## config.mk

```make
export PLATFORM = sky130hd
export DESIGN_NAME = rll_sector_read_ctrl
export DESIGN_NICKNAME = d
export VERILOG_FILES = /design/src/rtl/rll_sector_read_ctrl_pkg.sv /design/src/rtl/crc16_ccitt_byte.sv /design/src/rtl/rll_sector_read_ctrl.sv
export SDC_FILE = /design/constraint.sdc
export NUM_CORES = 1
export LEC_CHECK = 0
export CAP_MARGIN = 25
export CELL_PAD_IN_SITES_DETAIL_PLACEMENT = 2
export CELL_PAD_IN_SITES_GLOBAL_PLACEMENT = 2
export CORE_UTILIZATION = 25
export CTS_CLUSTER_SIZE = 20
export DETAILED_ROUTE_END_ITERATION = 10
export HOLD_SLACK_MARGIN = 0.05
export PLACE_DENSITY = 0.72
export SLEW_MARGIN = 25
export SYNTH_ARGS = -nofsm -noshare
export SYNTH_HDL_FRONTEND = slang
export SYNTH_HIERARCHICAL = 1
export SYNTH_SLANG_ARGS = --single-unit
```

## constraint.sdc

```tcl
create_clock -name clk -period 2.6 [get_ports clk]
set_input_delay 0.65 -clock clk [delete_from_list [all_inputs] [get_ports clk]]
set_output_delay 0.65 -clock clk [all_outputs]
set_load 0.01 [all_outputs]
```

## src/rtl/rll_sector_read_ctrl_pkg.sv

```systemverilog
// rtl/rll_sector_read_ctrl_pkg.sv - shared types, status codes and CRC helper for the RLL sector read controller
//
// Contents:
//   state_t        controller FSM states
//   status_t       completion result codes reported on status
//   CRC_POLY/INIT  CRC-16-CCITT polynomial and seed used for ID and data fields
//   ID_LEN         number of bytes in an ID field (4 address bytes + 2 CRC bytes)
//   crc16_update   folds one byte, MSB first, into a running CRC-16-CCITT
package rll_sector_read_ctrl_pkg;

    typedef enum logic [2:0] {
        ST_IDLE      = 3'd0,
        ST_WAIT_ID   = 3'd1,
        ST_READ_ID   = 3'd2,
        ST_WAIT_DAM  = 3'd3,
        ST_READ_DATA = 3'd4,
        ST_FINISH    = 3'd5
    } state_t;

    typedef enum logic [2:0] {
        STS_OK         = 3'd0,
        STS_NOT_FOUND  = 3'd1,
        STS_ID_CRC     = 3'd2,
        STS_NO_DAM     = 3'd3,
        STS_DATA_CRC   = 3'd4,
        STS_OVERRUN    = 3'd5,
        STS_DECODE_ERR = 3'd6,
        STS_DELETED_OK = 3'd7
    } status_t;

    localparam logic [15:0] CRC_POLY = 16'h1021;
    localparam logic [15:0] CRC_INIT = 16'hFFFF;
    localparam int          ID_LEN   = 6;

    // Byte-at-a-time CRC-16-CCITT, no reflection, no final xor. Running the
    // CRC over a field followed by its own big-endian CRC leaves zero.
    function automatic logic [15:0] crc16_update(input logic [15:0] crc_in,
                                                 input logic [7:0]  data);
        logic [15:0] c;
        c = crc_in ^ {data, 8'h00};
        for (int i = 0; i < 8; i++) begin
            c = c[15] ? ((c << 1) ^ CRC_POLY) : (c << 1);
        end
        return c;
    endfunction

endpackage

```

## src/rtl/crc16_ccitt_byte.sv

```systemverilog
// rtl/crc16_ccitt_byte.sv - byte-wide CRC-16-CCITT accumulator
//
// Ports:
//   clk, reset  clock and synchronous active-high reset (CRC register -> 0)
//   clear       reseeds the CRC to CRC_INIT; wins over strobe
//   byte_in     byte to fold in
//   strobe      folds byte_in into the CRC this cycle
//   crc         current CRC register value
module crc16_ccitt_byte
    import rll_sector_read_ctrl_pkg::*;
(
    input  logic        clk,
    input  logic        reset,
    input  logic        clear,
    input  logic [7:0]  byte_in,
    input  logic        strobe,
    output logic [15:0] crc
);

    logic [15:0] crc_q;

    always_ff @(posedge clk) begin
        if (reset) begin
            crc_q <= 16'h0000;
        end else if (clear) begin
            crc_q <= CRC_INIT;
        end else if (strobe) begin
            crc_q <= crc16_update(crc_q, byte_in);
        end
    end

    assign crc = crc_q;

endmodule

```

## src/rtl/rll_sector_read_ctrl.sv

```systemverilog
// rtl/rll_sector_read_ctrl.sv - RLL disk sector read controller: ID search, data mark wait, payload streaming
//
// Ports:
//   clk, reset                       clock, synchronous active-high reset
//   start, abort                     one-cycle command pulses
//   target_cyl/head/sec              address to search for, latched on start
//   index_pulse                      once-per-revolution pulse
//   id_mark, data_mark, deleted_mark address-mark strobes
//   dec_data, dec_valid, dec_error   decoded byte stream and decode error strobe
//   dec_enable                       enables decoder and mark detector
//   out_data, out_valid, out_ready   payload byte stream with holding handshake
//   busy, done, status               activity flag, completion pulse, result code
module rll_sector_read_ctrl
    import rll_sector_read_ctrl_pkg::*;
#(
    parameter int SECTOR_BYTES = 512,
    parameter int DAM_WINDOW   = 64,
    parameter int INDEX_LIMIT  = 2
) (
    input  logic        clk,
    input  logic        reset,
    input  logic        start,
    input  logic        abort,
    input  logic [9:0]  target_cyl,
    input  logic [3:0]  target_head,
    input  logic [7:0]  target_sec,
    input  logic        index_pulse,
    input  logic        id_mark,
    input  logic        data_mark,
    input  logic        deleted_mark,
    input  logic [7:0]  dec_data,
    input  logic        dec_valid,
    input  logic        dec_error,
    output logic        dec_enable,
    output logic [7:0]  out_data,
    output logic        out_valid,
    input  logic        out_ready,
    output logic        busy,
    output logic        done,
    output logic [2:0]  status
);

    // One counter serves both the data field (payload + 2 CRC bytes) and the
    // data-mark search window, so it is sized for whichever is larger.
    localparam int CNT_MAX = (SECTOR_BYTES + 2 > DAM_WINDOW) ? SECTOR_BYTES + 2 : DAM_WINDOW;
    localparam int CNT_W   = $clog2(CNT_MAX + 1);
    localparam int IDX_W   = (INDEX_LIMIT < 1) ? 1 : $clog2(INDEX_LIMIT + 1);

    localparam logic [CNT_W-1:0] PAYLOAD_END = CNT_W'(SECTOR_BYTES);
    localparam logic [CNT_W-1:0] DATA_LAST   = CNT_W'(SECTOR_BYTES + 1);
    localparam logic [CNT_W-1:0] DAM_LAST    = CNT_W'(DAM_WINDOW - 1);
    localparam logic [IDX_W-1:0] IDX_LAST    = IDX_W'((INDEX_LIMIT > 0) ? INDEX_LIMIT - 1 : 0);
    localparam logic [2:0]       ID_LAST     = 3'(ID_LEN - 1);

    state_t            state_q, state_d;
    status_t           status_q, status_d;
    logic [9:0]        tgt_cyl_q, tgt_cyl_d;
    logic [3:0]        tgt_head_q, tgt_head_d;
    logic [7:0]        tgt_sec_q, tgt_sec_d;
    logic [CNT_W-1:0]  byte_cnt_q, byte_cnt_d;
    logic [2:0]        id_cnt_q, id_cnt_d;
    logic [IDX_W-1:0]  idx_cnt_q, idx_cnt_d;
    logic              id_crc_seen_q, id_crc_seen_d;
    logic              deleted_q, deleted_d;
    logic [3:0][7:0]   id_buf_q, id_buf_d;
    logic [7:0]        out_data_q, out_data_d;
    logic              out_valid_q, out_valid_d;

    logic        crc_clear;
    logic        crc_strobe;
    logic [15:0] crc;
    logic [15:0] crc_next;
    logic        field_match;

    crc16_ccitt_byte u_crc (
        .clk     (clk),
        .reset   (reset),
        .clear   (crc_clear),
        .byte_in (dec_data),
        .strobe  (crc_strobe),
        .crc     (crc)
    );

    // Residue including the byte arriving now; used on the last byte of a
    // field, before the CRC register has absorbed it.
    assign crc_next = crc16_update(crc, dec_data);

    assign field_match = (id_buf_q[0] == {6'b0, tgt_cyl_q[9:8]}) &&
                         (id_buf_q[1] == tgt_cyl_q[7:0])         &&
                         (id_buf_q[2] == {4'b0, tgt_head_q})     &&
                         (id_buf_q[3] == tgt_sec_q);

    // State register
    always_ff @(posedge clk) begin
        if (reset) begin
            state_q       <= ST_IDLE;
            status_q      <= STS_OK;
            tgt_cyl_q     <= '0;
            tgt_head_q    <= '0;
            tgt_sec_q     <= '0;
            byte_cnt_q    <= '0;
            id_cnt_q      <= '0;
            idx_cnt_q     <= '0;
            id_crc_seen_q <= 1'b0;
            deleted_q     <= 1'b0;
            id_buf_q      <= '0;
            out_data_q    <= '0;
            out_valid_q   <= 1'b0;
        end else begin
            state_q       <= state_d;
            status_q      <= status_d;
            tgt_cyl_q     <= tgt_cyl_d;
            tgt_head_q    <= tgt_head_d;
            tgt_sec_q     <= tgt_sec_d;
            byte_cnt_q    <= byte_cnt_d;
            id_cnt_q      <= id_cnt_d;
            idx_cnt_q     <= idx_cnt_d;
            id_crc_seen_q <= id_crc_seen_d;
            deleted_q     <= deleted_d;
            id_buf_q      <= id_buf_d;
            out_data_q    <= out_data_d;
            out_valid_q   <= out_valid_d;
        end
    end

    // Next-state and datapath
    always_comb begin
        state_d       = state_q;
        status_d      = status_q;
        tgt_cyl_d     = tgt_cyl_q;
        tgt_head_d    = tgt_head_q;
        tgt_sec_d     = tgt_sec_q;
        byte_cnt_d    = byte_cnt_q;
        id_cnt_d      = id_cnt_q;
        idx_cnt_d     = idx_cnt_q;
        id_crc_seen_d = id_crc_seen_q;
        deleted_d     = deleted_q;
        id_buf_d      = id_buf_q;
        out_data_d    = out_data_q;
        out_valid_d   = out_valid_q;
        crc_clear     = 1'b0;
        crc_strobe    = 1'b0;

        // The output holding register drains in every state, including FINISH.
        if (out_valid_q && out_ready) begin
            out_valid_d = 1'b0;
        end

        case (state_q)
            ST_IDLE: begin
                if (start) begin
                    tgt_cyl_d     = target_cyl;
                    tgt_head_d    = target_head;
                    tgt_sec_d     = target_sec;
                    byte_cnt_d    = '0;
                    id_cnt_d      = '0;
                    idx_cnt_d     = '0;
                    id_crc_seen_d = 1'b0;
                    deleted_d     = 1'b0;
                    state_d       = ST_WAIT_ID;
                end
            end

            ST_WAIT_ID: begin
                if (id_mark) begin
                    crc_clear = 1'b1;
                    id_cnt_d  = '0;
                    state_d   = ST_READ_ID;
                end else if (index_pulse) begin
                    idx_cnt_d = idx_cnt_q + 1'b1;
                    if (idx_cnt_q == IDX_LAST) begin
                        state_d  = ST_FINISH;
                        status_d = id_crc_seen_q ? STS_ID_CRC : STS_NOT_FOUND;
                    end
                end
            end

            ST_READ_ID: begin
                if (dec_error) begin
                    state_d  = ST_FINISH;
                    status_d = STS_DECODE_ERR;
                end else if (dec_valid) begin
                    crc_strobe = 1'b1;
                    id_cnt_d   = id_cnt_q + 3'd1;
                    if (id_cnt_q < 3'd4) begin
                        id_buf_d[id_cnt_q[1:0]] = dec_data;
                    end
                    if (id_cnt_q == ID_LAST) begin
                        if (crc_next != 16'h0000) begin
                            id_crc_seen_d = 1'b1;
                            state_d       = ST_WAIT_ID;
                        end else if (field_match) begin
                            byte_cnt_d = '0;
                            state_d    = ST_WAIT_DAM;
                        end else begin
                            state_d = ST_WAIT_ID;
                        end
                    end
                end
            end

            ST_WAIT_DAM: begin
                if (data_mark || deleted_mark) begin
                    crc_clear  = 1'b1;
                    deleted_d  = deleted_mark;
                    byte_cnt_d = '0;
                    state_d    = ST_READ_DATA;
                end else if (id_mark) begin
                    // Next sector's header arrived first: this sector has no data field.
                    state_d  = ST_FINISH;
                    status_d = STS_NO_DAM;
                end else if (dec_valid) begin
                    byte_cnt_d = byte_cnt_q + 1'b1;
                    if (byte_cnt_q == DAM_LAST) begin
                        state_d  = ST_FINISH;
                        status_d = STS_NO_DAM;
                    end
                end
            end

            ST_READ_DATA: begin
                if (dec_error) begin
                    state_d  = ST_FINISH;
                    status_d = STS_DECODE_ERR;
                end else if (dec_valid) begin
                    if (out_valid_q && !out_ready) begin
                        // Holding register still full: the new byte is lost.
                        state_d  = ST_FINISH;
                        status_d = STS_OVERRUN;
                    end else begin
                        crc_strobe = 1'b1;
                        byte_cnt_d = byte_cnt_q + 1'b1;
                        if (byte_cnt_q < PAYLOAD_END) begin
                            out_data_d  = dec_data;
                            out_valid_d = 1'b1;
                        end
                        if (byte_cnt_q == DATA_LAST) begin
                            state_d = ST_FINISH;
                            if (crc_next != 16'h0000) begin
                                status_d = STS_DATA_CRC;
                            end else if (deleted_q) begin
                                status_d = STS_DELETED_OK;
                            end else begin
                                status_d = STS_OK;
                            end
                        end
                    end
                end
            end

            ST_FINISH: begin
                if (!out_valid_q) begin
                    state_d = ST_IDLE;
                end
            end

            default: begin
                state_d = ST_IDLE;
            end
        endcase

        // Abort overrides whatever the state decided this cycle.
        if (abort && (state_q != ST_IDLE)) begin
            state_d     = ST_IDLE;
            status_d    = STS_NOT_FOUND;
            out_valid_d = 1'b0;
            crc_clear   = 1'b0;
            crc_strobe  = 1'b0;
        end
    end

    // Outputs
    always_comb begin
        dec_enable = (state_q != ST_IDLE);
        busy       = (state_q != ST_IDLE);
        done       = (state_q == ST_FINISH) && !out_valid_q && !abort;
    end

    assign out_data  = out_data_q;
    assign out_valid = out_valid_q;
    assign status    = status_q;

endmodule
```

==> impl_metrics.csv, run 1 <==
group,metric,value,unit
timing,slew_viol_final,0,
yosys,seq_area_frac_synth,39.8,%
detailed_routing,drc,0,
floorplanning,ios,56,
grt,grt_pass1_wl,28.6,mm
floorplanning,core_area,20200,um^2
grt,first_global_vias,5221,
yosys,synth_top_family_by_area,"simple AND/OR/NAND/NOR gates",
finish,nNetsFinal,740,
setup_path,start_kind,"register",
setup_path,crit_type,"register to output pin",
yosys,synthAdderAreaFrac,1.71,%
yosys,synthTopCellsByArea,"dfxtp_1 (40%), xnor2_1 (8.4%), nand2_1 (7.2%)",
yosys,yosys.area_share.xor_xnor,11.9,%
detailed_routing,antenna_left,0,
placed_design,hpwl,13.3,mm
timing,tightest_slew,0.746,ns
detailed_routing,drt_iter0_markers,195,
detailed_routing,viasPerCell,4.88,
timing,finalCritPeriodShare,97.5,%
setup_path,cp.arrival,1.88,ns
clock_network,root_buffer,"clkbuf_16",
detailed_routing,wl,17.8,mm
clock_network,cts.sinks,102,
power,peakVddDrop,0.000309,V
setup_path,cp.required,1.95,ns
status,status,"finished, final reports clean",
yosys,syn-cell-area,5140,um^2
yosys,synth-simple-area-share,24.9,%
setup_path,path_max_fanout,14,
clock_network,cts_made_buffers,9,
placed_design,pre_cts_slack,-0.404,ns
timing,rsz0062_at_grt,"no",
floorplanning,die_area,21100,um^2
detailed_routing,drt_pass1_iterations,4,
yosys,synth_nets,666,
clock_network,cts_tree,"yes",
timing,relSlewSlack,50.2,%
yosys,synth_common_cells,"dfxtp_1 (102), nand2_1 (99), a21oi_1 (74), xnor2_1 (49), nand3_1 (43)",
detailed_routing,num_vias,4720,
grt,grt_overflow,0,
yosys,avgSynthCellArea,8.31,um^2
grt,grt_max_degree,59,
floorplanning,die_y,145,um
yosys,yosys.area.top_type,"dfxtp_1",
yosys,synth_mux_area_share,2.14,%
setup_path,crit_path_end_kind,"output pin",
floorplanning,die_x,145,um
timing,max_freq,0.395,GHz
yosys,yosys.cell_types.count,56,
timing,finalHoldViolCount,0,
clock_network,clockBufferDepth,2,
floorplanning,row_count,52,
clock_network,path_clk_slew,0.08,ns
finish,drive_above_1_share,13.9,%
yosys,synth_warnings,6,
grt,grt_usage,17.3,%
power,p_per_area,849,nW/um^2
yosys,ys_ff_latch,102,
grt,antenna_found_initial,0,
finish,area_growth,27.6,%
yosys,yosysTopAreaCellShare,39.8,%
timing,worst_slack,0.0653,ns
placed_design,gp_congestion,0.866,
power,total_power,5.57,mW
clock_network,clk_latency,0.36,ns
floorplanning,start_util,25.5,%
detailed_routing,drt-wirelength-per-cell,18.4,um
yosys,syn_inst,618,
power,p_leak,2.33,nW
job,drv_cap,0,
yosys,ys.flop_type,"dfxtp_1",
yosys,synth.most_common_cell,"dfxtp_1",
yosys,async_reset_ff_share,0,%
yosys,synth_compound_gate_area_share,15.3,%
hold_path,hp-class,"register to register",
timing,finalSetupViolCount,0,
clock_network,htree_levels,3,
finish,diodes,0,
placed_design,placement.io_buffers,55,
timing,clock_skew,0.0136,ns
yosys,synth_edf_count,0,
timing,post-route-min-period,2.53,ns
[power breakdown]
group	total, mW	internal, mW	leakage (nW)	switching [mW]
combinational	2.03	0.895	1.34	1.14
clock	1.52	0.857	0.161	0.667
sequential	2.01	1.77	0.829	0.244
[registers in the layout, indices dropped and copies added (netlist names)]
name           count
deleted_q          1
id_buf_q          32
idx_cnt_q          2
state_q            3
status             3
tgt_sec_q          8
out_data           8
out_valid          1
byte_cnt_q        10
u_crc/crc         16
tgt_head_q         4
id_cnt_q           3
id_crc_seen_q      1
tgt_cyl_q         10
[path summary, 6_finish.rpt]
check / from / to / slack [ns] / cells past startpoint
worst max register to register: state_q[1] / byte_cnt_q[1] / 0.15 / 8
worst min register to register: idx_cnt_q[1] / idx_cnt_q[1] / 0.46 / 2
worst min-delay path: idx_cnt_q[1] / idx_cnt_q[1] / 0.46 / 2
worst max-delay path: state_q[1] / dec_enable / 0.07 / 3
[routing by layer]
layer	GRT usage [%]	routed length, um	vias to the layer above
met5	0	0	-
li1	-	-	2284
met3	2.76	340	16
met4	5.47	209	0
met1	20.7	7880	2378
met2	31.6	9390	42
[stage by stage]
step / instances / area [um^2] / utilization, % / setup TNS (ns) / hold slack [ns]
2_1_floorplan: 618 / 5140 / - / 0 / 0.432
3_3_place_gp: 949 / 6180 / 30.6 / -3.12 / 0.437
3_5_place_dp: 949 / 6180 / 30.6 / -5.67 / 0.455
4_1_cts: 967 / 6530 / 32.4 / 0 / 0.466
5_1_grt: 967 / 6550 / 32.5 / 0 / 0.497
6_report: 967 / 6550 / 32.5 / 0 / 0.461
[worst max-delay path, stage by stage, from the launching register on]
cell and delay (ns):
dfxtp_1 0.65, nor3_1 0.15, inv_1 0.16, clkdlybuf4s50_1 0.56
[cells by family after synthesis]
| group | Yosys count |
|---|---|
| muxes | 11 |
| AOI/OAI and AO/OA | 125 |
| xor gates and xnor gates | 63 |
| adders and majority gates | 7 |
| buffers and inverters | 50 |
| DFF | 102 |
| and+or+nand+nor | 260 |
[cell usage in the layout, fill, tap and decap left out, types with 4 or more instances in the layout]
master	count
dfxtp_1	100
nand2_1	99
a21oi_1	74
clkdlybuf4s50_1	53
xnor2_1	46
buf_4	46
nand3_1	43
nor2_1	42
a211oi_1	23
nor3_1	14
nor2b_1	12
inv_1	11
mux2i_1	11
nand4_1	9
clkbuf_16	9
xnor2_2	7
nor2_2	7
ha_1	7
xor2_1	6
o21ai_0	5
nor4_1	5
nand2b_1	4
nand3b_1	4
or3_1	4
xor2_2	4
[repair_timing]
| action | CTS | global route |
|---|---|---|
| cloned | 1 | 0 |
| pin swaps | 2 | 1 |
| setup buffers | 1 | 0 |
| hold buffers | 0 | 0 |
| endpoints found under the setup margin | 3 | 12 |
| resized for setup | 3 | 3 |
[final cells by class]
cell class / count / area (um^2)
timing repair buffer: 101 / 890
clock inverter: 7 / 104
clock buffer: 9 / 225
tap: 270 / 338
multi-input combinational: 467 / 2910
inverter: 11 / 41.3
sequential: 102 / 2040
fill: 2303 / 13600
No activity file was read; power rests on OpenSTA's default activity.
==> inputs of run 2 (changes only) <==
--- a/config.mk
+++ b/config.mk
@@ -8,11 +8,11 @@
 export CAP_MARGIN = 25
 export CELL_PAD_IN_SITES_DETAIL_PLACEMENT = 2
 export CELL_PAD_IN_SITES_GLOBAL_PLACEMENT = 2
-export CORE_UTILIZATION = 25
+export CORE_UTILIZATION = 34
 export CTS_CLUSTER_SIZE = 20
 export DETAILED_ROUTE_END_ITERATION = 10
 export HOLD_SLACK_MARGIN = 0.05
-export PLACE_DENSITY = 0.72
+export PLACE_DENSITY = 0.9
 export SLEW_MARGIN = 25
 export SYNTH_ARGS = -nofsm -noshare
 export SYNTH_HDL_FRONTEND = slang
==> impl_metrics.csv, run 2 (synthesized netlist as in run 1, its figures left out) <==
group,metric,value,unit
hold_path,worst_hold_path.endpoint,"idx_cnt_q[1]",
detailed_routing,drt_iter0_markers,344,
grt,grt_usage,28.8,%
finish,instances_no_fill,890,
detailed_routing,num_vias,5076,
finish,diodes,0,
detailed_routing,antenna_left,0,
clock_network,clk_latency,0.37,ns
power,intPower,3.57,mW
setup_path,r2r_setup_slack,0.20,ns
hold_path,worstHoldStart,"idx_cnt_q[1]",
hold_path,hp-class,"register to register",
finish,finalInstanceArea,6580,um^2
floorplanning,die_x,125,um
clock_network,htree_levels,3,
timing,slew_viol_final,0,
floorplanning,ios,56,
finish,nNetsFinal,749,
timing,relSlewSlack,63.7,%
placed_design,hpwl,13.9,mm
grt,first_global_vias,5705,
placed_design,dp_cells,869,
setup_path,r2r_cells,7,
timing,finalSetupViolCount,0,
power,p_per_area,883,nW/um^2
timing,post-route-min-period,2.54,ns
detailed_routing,viasPerCell,5.70,
detailed_routing,drt_pass1_iterations,7,
timing,finalHoldViolCount,0,
job,drv_cap,0,
clock_network,cts.sinks,102,
detailed_routing,drt-met1-wl,8.97,mm
setup_path,cp.required,2.85,ns
grt,grt_pass1_wl,33.9,mm
timing,tightest_slew,0.540,ns
floorplanning,die_area,15600,um^2
floorplanning,start_util,35.1,%
hold_path,whs_path_depth,2,
clock_network,cts_made_buffers,9,
finish,layout_common_cells,"dfxtp_1 (100), nand2_1 (99), a21oi_1 (73)",
power,p_leak,2.40,nW
detailed_routing,wl_met3,876,um
detailed_routing,top_layer_used,"met4",
finish,top_register,"id_buf_q",
setup_path,r2r_end,"id_buf_q[21]",
finish,mostFrequentLayoutCell,"dfxtp_1",
detailed_routing,wl,22.4,mm
setup_path,crit_type,"input pin to register",
finish,area_growth,28.1,%
power,peakVddDrop,0.000433,V
clock_network,path_clk_slew,0.07,ns
finish,largest_reg_flops,32,
setup_path,cp.arrival,2.79,ns
floorplanning,die_y,125,um
timing,worst_slack,0.0640,ns
detailed_routing,wl_met2,12.0,mm
detailed_routing,drc,4,
clock_network,cts_tree,"yes",
timing,clock_skew,0.0120,ns
power,p_sw_share,38.6,%
grt,grt_max_degree,85,
setup_path,crit_path_end_kind,"register",
power,combPwrFrac,38.5,%
setup_path,r2r-start,"state_q[2]",
placed_design,post_dp_cell_area,6140,um^2
floorplanning,row_count,44,
clock_network,root_buffer,"clkbuf_16",
status,violations,"design-rule violations",
setup_path,start_kind,"input pin",
placed_design,pre_cts_slack,-0.526,ns
power,switchingPower,2.24,mW
finish,drive_above_1_share,16.0,%
detailed_routing,drt-wirelength-per-cell,25.2,um
grt,grt_overflow,0,
timing,holdWs,0.469,ns
grt,antenna_found_initial,0,
placed_design,placement.io_buffers,55,
power,p_clk_share,26.6,%
clock_network,clockBufferDepth,2,
timing,max_freq,0.394,GHz
timing,finalCritPeriodShare,97.5,%
status,status,"finished with violations",
setup_path,path_max_fanout,4,
floorplanning,core_area,14600,um^2
power,pwr-share-seq,34.9,%
placed_design,gp_congestion,0.877,
## run 2: what timing repair did
item / in CTS / in global routing
pin swaps: 1 / 4
setup buffers: 2 / 2
hold buffers: 0 / 0
resized for setup: 6 / 10
endpoints found under the setup margin: 12 / 18
cloned: 0 / 1
## run 2: critical path, cell delays in order
cell             delay, ns
clkdlybuf4s50_1       0.49
xnor2_2               0.25
nor2_1                0.13
nor4b_4               0.30
buf_6                 0.17
nand4_2               0.20
a211oi_2              0.35
xnor2_1               0.19
nor2_2                0.05
## run 2: final cells by class
type	count	area [um^2]
inverter	11	41.3
clock buffer	10	239
clock inverter	6	92.6
sequential	102	2040
timing repair buffer	110	992
fill	1592	8060
tap	184	230
multi-input combinational	467	2940
## run 2: power by group through the flow
stage	Combinational (mW)	Sequential [mW]	Clock (mW)
global route	2.37	2.05	1.62
global placement	1.88	2.01	0
floorplan	1.35	1.95	0
detailed placement	2.03	2.04	0
CTS	2.16	2.02	1.56
finish	2.24	2.03	1.55
## run 2: how the worst max path moves through the flow
stage	to	slack, ns	startpoint
after floorplan	byte_cnt_q[1]	0.28	dec_data[7]
after global placement	byte_cnt_q[6]	-0.25	dec_data[7]
after detailed placement	byte_cnt_q[3]	-0.53	dec_data[7]
after CTS	status[2]	0.01	dec_data[7]
after global routing	state_q[1]	-0.02	dec_data[6]
final	byte_cnt_q[3]	0.06	dec_data[6]
## run 2: stage by stage
step	TNS (ns)	power (mW)	utilization, %
global route	-0.0931	6.04	44.9
detailed placement	-6.09	4.07	42.0
CTS	0	5.74	44.5
floorplan	0	3.30	-
finish	0	5.81	44.9
global placement	-2.71	3.89	42.0
## run 2: layer usage
layer | track usage, % | vias to the layer above
met2 | 53.4 | 149
met3 | 4.47 | 46
met4 | 11.6 | 0
met1 | 32.9 | 2588
li1 | - | 2293
met5 | 0 | -
==> inputs of run 3 (changes only) <==
--- a/config.mk
+++ b/config.mk
@@ -8,8 +8,9 @@
 export CAP_MARGIN = 25
 export CELL_PAD_IN_SITES_DETAIL_PLACEMENT = 2
 export CELL_PAD_IN_SITES_GLOBAL_PLACEMENT = 2
+export CORE_MARGIN = 5
 export CORE_UTILIZATION = 34
-export CTS_CLUSTER_SIZE = 20
+export CTS_CLUSTER_SIZE = 40
 export DETAILED_ROUTE_END_ITERATION = 10
 export HOLD_SLACK_MARGIN = 0.05
 export PLACE_DENSITY = 0.9
==> impl_metrics.csv, run 3 (synthesized netlist as in run 1, its figures left out) <==
group,metric,value,unit
grt,grt_pass1_wl,33.3,mm
setup_path,crit_path_end_kind,"register",
detailed_routing,drt_pass1_iterations,6,
power,switchingPower,2.20,mW
placed_design,pre_cts_slack,-0.495,ns
timing,worst_slack,-0.0545,ns
placed_design,dp_cells,864,
clock_network,cts_made_buffers,9,
setup_path,cp.required,2.91,ns
timing,max_freq,0.377,GHz
detailed_routing,wl,21.7,mm
power,total_power,5.72,mW
timing,holdWs,0.460,ns
grt,grt_usage,24.3,%
setup_path,crit_buf_inv,4,
timing,slew_viol_final,0,
detailed_routing,drc,0,
placed_design,post_dp_cell_area,6110,um^2
clock_network,cts.sinks,102,
finish,drive_above_1_share,14.5,%
setup_path,crit_type,"input pin to register",
timing,post-route-min-period,2.65,ns
setup_path,r2r-start,"u_crc/crc[3]",
finish,largest_reg_flops,32,
detailed_routing,antenna_left,0,
finish,instances_no_fill,884,
floorplanning,start_util,34.2,%
setup_path,crit_start,"dec_data[7]",
power,p_sw_share,38.4,%
finish,layout_common_cells,"nand2_1 (99), dfxtp_1 (99), a21oi_1 (74)",
setup_path,cp_slowest_stage_delay,0.48,ns
hold_path,worstHoldStart,"idx_cnt_q[1]",
floorplanning,die_x,133,um
detailed_routing,drt-wirelength-per-cell,24.6,um
setup_path,cp.arrival,2.97,ns
detailed_routing,drt_iter0_markers,313,
placed_design,hpwl,13.7,mm
clock_network,root_buffer,"clkbuf_16",
setup_path,cp_slowest_cell,"clkdlybuf4s50_1",
timing,tightest_slew,0.640,ns
status,violations,"negative setup slack",
power,p_leak,2.34,nW
grt,grt_max_degree,85,
finish,finalInstanceArea,6520,um^2
power,pwr-share-seq,35.6,%
timing,finalSetupViolCount,1,
setup_path,critPathTopFamily,"buffers and inverters",
grt,antenna_found_initial,0,
finish,top_register,"id_buf_q",
grt,grt_overflow,0,
setup_path,path_max_fanout,4,
grt,first_global_vias,5747,
timing,relSlewSlack,57.0,%
floorplanning,die_area,17700,um^2
power,intPower,3.52,mW
power,peakVddDrop,0.000345,V
floorplanning,ios,56,
finish,diodes,0,
power,p_clk_share,25.4,%
clock_network,htree_levels,3,
timing,finalHoldViolCount,0,
floorplanning,core_area,15000,um^2
power,combPwrFrac,39.0,%
timing,clock_skew,0.00791,ns
power,p_per_area,878,nW/um^2
detailed_routing,num_vias,5003,
clock_network,cts_tree,"yes",
status,status,"finished with violations",
clock_network,path_clk_slew,0.07,ns
finish,area_growth,26.8,%
setup_path,crit_chain,"clkdlybuf4s50_1, xnor2_2, mux2i_1, nor4b_4, buf_6, buf_4, buf_4, a31o_2, a21oi_1, mux2i_1, nor2_1",
setup_path,start_kind,"input pin",
clock_network,clk_latency,0.37,ns
placed_design,gp_congestion,0.878,
finish,nNetsFinal,739,
floorplanning,row_count,45,
clock_network,clockBufferDepth,2,
timing,finalCritPeriodShare,102,%
detailed_routing,viasPerCell,5.66,
placed_design,placement.io_buffers,55,
hold_path,hp-class,"register to register",
floorplanning,die_y,133,um
job,drv_cap,0,
## run 3: cell types whose count changed in the layout (fill, tap and decap cells not counted), sizes merged
cell	previous run	this run
dlygate4sd2	0	1
bufinv	2	1
clkinvlp	2	1
clkdlybuf4s50	52	53
buf	56	46
dlymetal6s2s	2	0
inv	12	11
clkbuf	10	13
## run 3: area by class of cell
type                    count  area (um^2)
clock buffers              13          260
flip-flops and latches    102         2050
clock inverters             3         42.5
fillers                  1610         8520
well taps                 188          235
repair buffers            100          948
inverters                  11         41.3
multi-input cells         467         2940
## run 3: final timing paths
kind,cells past startpoint,slack (ns),end
max,11,-0.05,status[2]
min,2,0.46,idx_cnt_q[1]
max reg2reg,8,0.16,byte_cnt_q[3]
min reg2reg,2,0.46,idx_cnt_q[1]
## run 3: repair_timing
item | CTS | global route
resized for setup | 5 | 9
pin swaps | 1 | 4
gates cloned | 0 | 1
hold buffers | 0 | 0
setup buffers | 2 | 1
setup endpoints to repair | 12 | 13
## run 3: power by group through the flow
stage	clock network, mW	logic, mW	registers [mW]
after floorplan	0	1.35	1.95
after global placement	0	1.87	2.03
after detailed placement	0	2.03	2.05
after CTS	1.47	2.13	2.03
after global routing	1.52	2.38	2.06
final	1.45	2.23	2.03
## run 3: metrics by stage
stage	setup TNS [ns]	util (%)
after floorplan	0	-
after global placement	-2.58	40.6
after detailed placement	-5.33	40.6
after CTS	-0.00271	42.8
after global routing	-0.599	43.3
final	-0.0545	43.3
## run 3: worst min-delay path: stages, from the launching register on
cell and delay, ns:
dfxtp_1 0.31, nand2_1 0.05, a21oi_1 0.05
## run 3: per-layer routing
metal  vias to the layer above  track usage (%)  share of wire (%)
met2                       137             44.9                 53
met5                         -                0                  0
met1                      2548             26.8                 39
met3                        48             3.88                3.7
li1                       2270                -                  -
met4                         0             11.8                3.4
==> edit: new RTL, config.mk and constraints of run 3 <==
The parameter `DAM_WINDOW` goes from 64 to 32.
--- a/src/rtl/rll_sector_read_ctrl.sv
+++ b/src/rtl/rll_sector_read_ctrl.sv
@@ -16,3 +16,3 @@
     parameter int SECTOR_BYTES = 512,
-    parameter int DAM_WINDOW   = 64,
+    parameter int DAM_WINDOW   = 32,
     parameter int INDEX_LIMIT  = 2
Formal check against the unedited RTL: same outputs for any inputs over 4 cycles, from zero or initial values and one cycle with reset high; that may be too few to reach the edited logic, so the function may still have changed.
==> edit against run 3 <==
Critical path type unchanged. Combinational power down 16%. Highest routed layer unchanged. Critical path depth fell by 3. Non-clock buffer count grew 5. Count of clock-buffer cells in the layout is 2 lower. Sequential cell count is the same. Area after synthesis up 2.5%. Design area increased by 2.0%. Worst setup slack better by 0.15 ns. Power decreased by 11%. Largest cell class unchanged. Hold slack improved by 0.014 ns. Cell count rose by 2.1%. Wire length down 4.8%.
==> edit: results (changes against run 3) <==
* Routed wl met3 at 840 um (+5.0%)
* Hold path start: id_buf_q[2]
* FF-to-FF Start: state_q[2]
* Register area share after synthesis at 38.8% (-0.95 points)
* Post-DP HPWL at 15000 um (+9.4%)
* P_clk at 1.32 mW (-9%)
* Data arrival, critical path at 2.80 ns (-0.17 ns)
* Worst stage delay on the critical path at 0.52 ns (+0.04 ns)
* Vias/cell at 5.62 (-0.62%)
* Hold EP: id_buf_q[2]
* Routed wl met2 at 10900 um (-6.0%)
* Worst R2R End: status[0]
* Nets@finish at 759 (+2.7%)
* R2r worst-path depth at 6 (-2)
* Outcome: completed
* Hold_ws at 0.474 ns (+0.0137 ns)
* Synth Instances at 635 (+2.8%)
* Global placer's final weighted congestion at 0.904 (+3.0%)
* FF-to-FF setup slack at 0.23 ns (+0.07 ns)
* Post_cts resized at 7 (+2)
* GR Util met1 at 25.2% (-1.6 points)
* CP max FO at 7 (+3)
* Setup WS pre-CTS at -0.416 ns (+0.0798 ns)
* GRT Util Overall at 23.4% (-0.85 points)
* Ranking of synthesized cells by area: dfxtp_1 (39%), nand2_1 (7.1%), a21oi_1 (6.7%)
* Placed insts at 886 (+2.5%)
* Peak VDD IR at 454 uV (+32%)
* Layout cells sized above 1 at 13.6% (-0.95 points)
* Setup repair bufs after CTS at 1 (-1)
[edit: cell count changes in the layout (fill, tap and decap cells not counted), sizes merged, moves of 4 or more]
| cell | run 3 | this run |
|---|---|---|
| nor2 | 49 | 41 |
| mux2i | 11 | 15 |
| xnor2 | 53 | 43 |
| nand3 | 43 | 50 |
| clkdlybuf4s50 | 53 | 46 |
| buf | 46 | 51 |
| dlymetal6s2s | 0 | 7 |
| nand2b | 4 | 9 |
| a21oi | 75 | 70 |
| nand3b | 4 | 9 |
| o211ai | 1 | 6 |
[edit: how the worst max path moves through the flow]
stage | startpoint | to | slack, ns | cells past startpoint
floorplan | state_q[1] | u_crc/crc[8] | 0.05 | 10
global placement | dec_data[2] | byte_cnt_q[9] | -0.23 | 8
detailed placement | dec_data[2] | byte_cnt_q[9] | -0.42 | 8
CTS | dec_data[7] | byte_cnt_q[7] | 0.007 | 8
global route | dec_data[4] | byte_cnt_q[9] | 0.003 | 8
finish | dec_data[4] | byte_cnt_q[9] | 0.09 | 8
[edit: layout make-up]
type                    count  area [um^2]  area share (%)
repair buffers            105          975            14.7
flip-flops and latches    102         2040            30.7
multi-input cells         482         3080            46.3
clock buffers              11          243            3.65
clock inverters             4         32.5           0.489
inverters                  11         41.3           0.621
well taps                 188          235            3.54
[edit: kinds of logic (layout without fill, tap and decap cells)]
kind of cell               Yosys count  count (layout)  synth area share, %
muxes                               15              15                 2.85
and+or+nand+nor                    271             271                 25.6
adders and majority gates            7               7                 1.66
buffers and inverters               51             131                 3.95
DFF                                102             102                 38.8
AOI/OAI and AO/OA                  135             135                 17.0
xor gates and xnor gates            54              54                 10.1
[edit: tightest hold or removal path, stage by stage (launching register included)]
cell,delay [ns]
dfxtp_1,0.32
nand2_1,0.06
a21oi_1,0.06
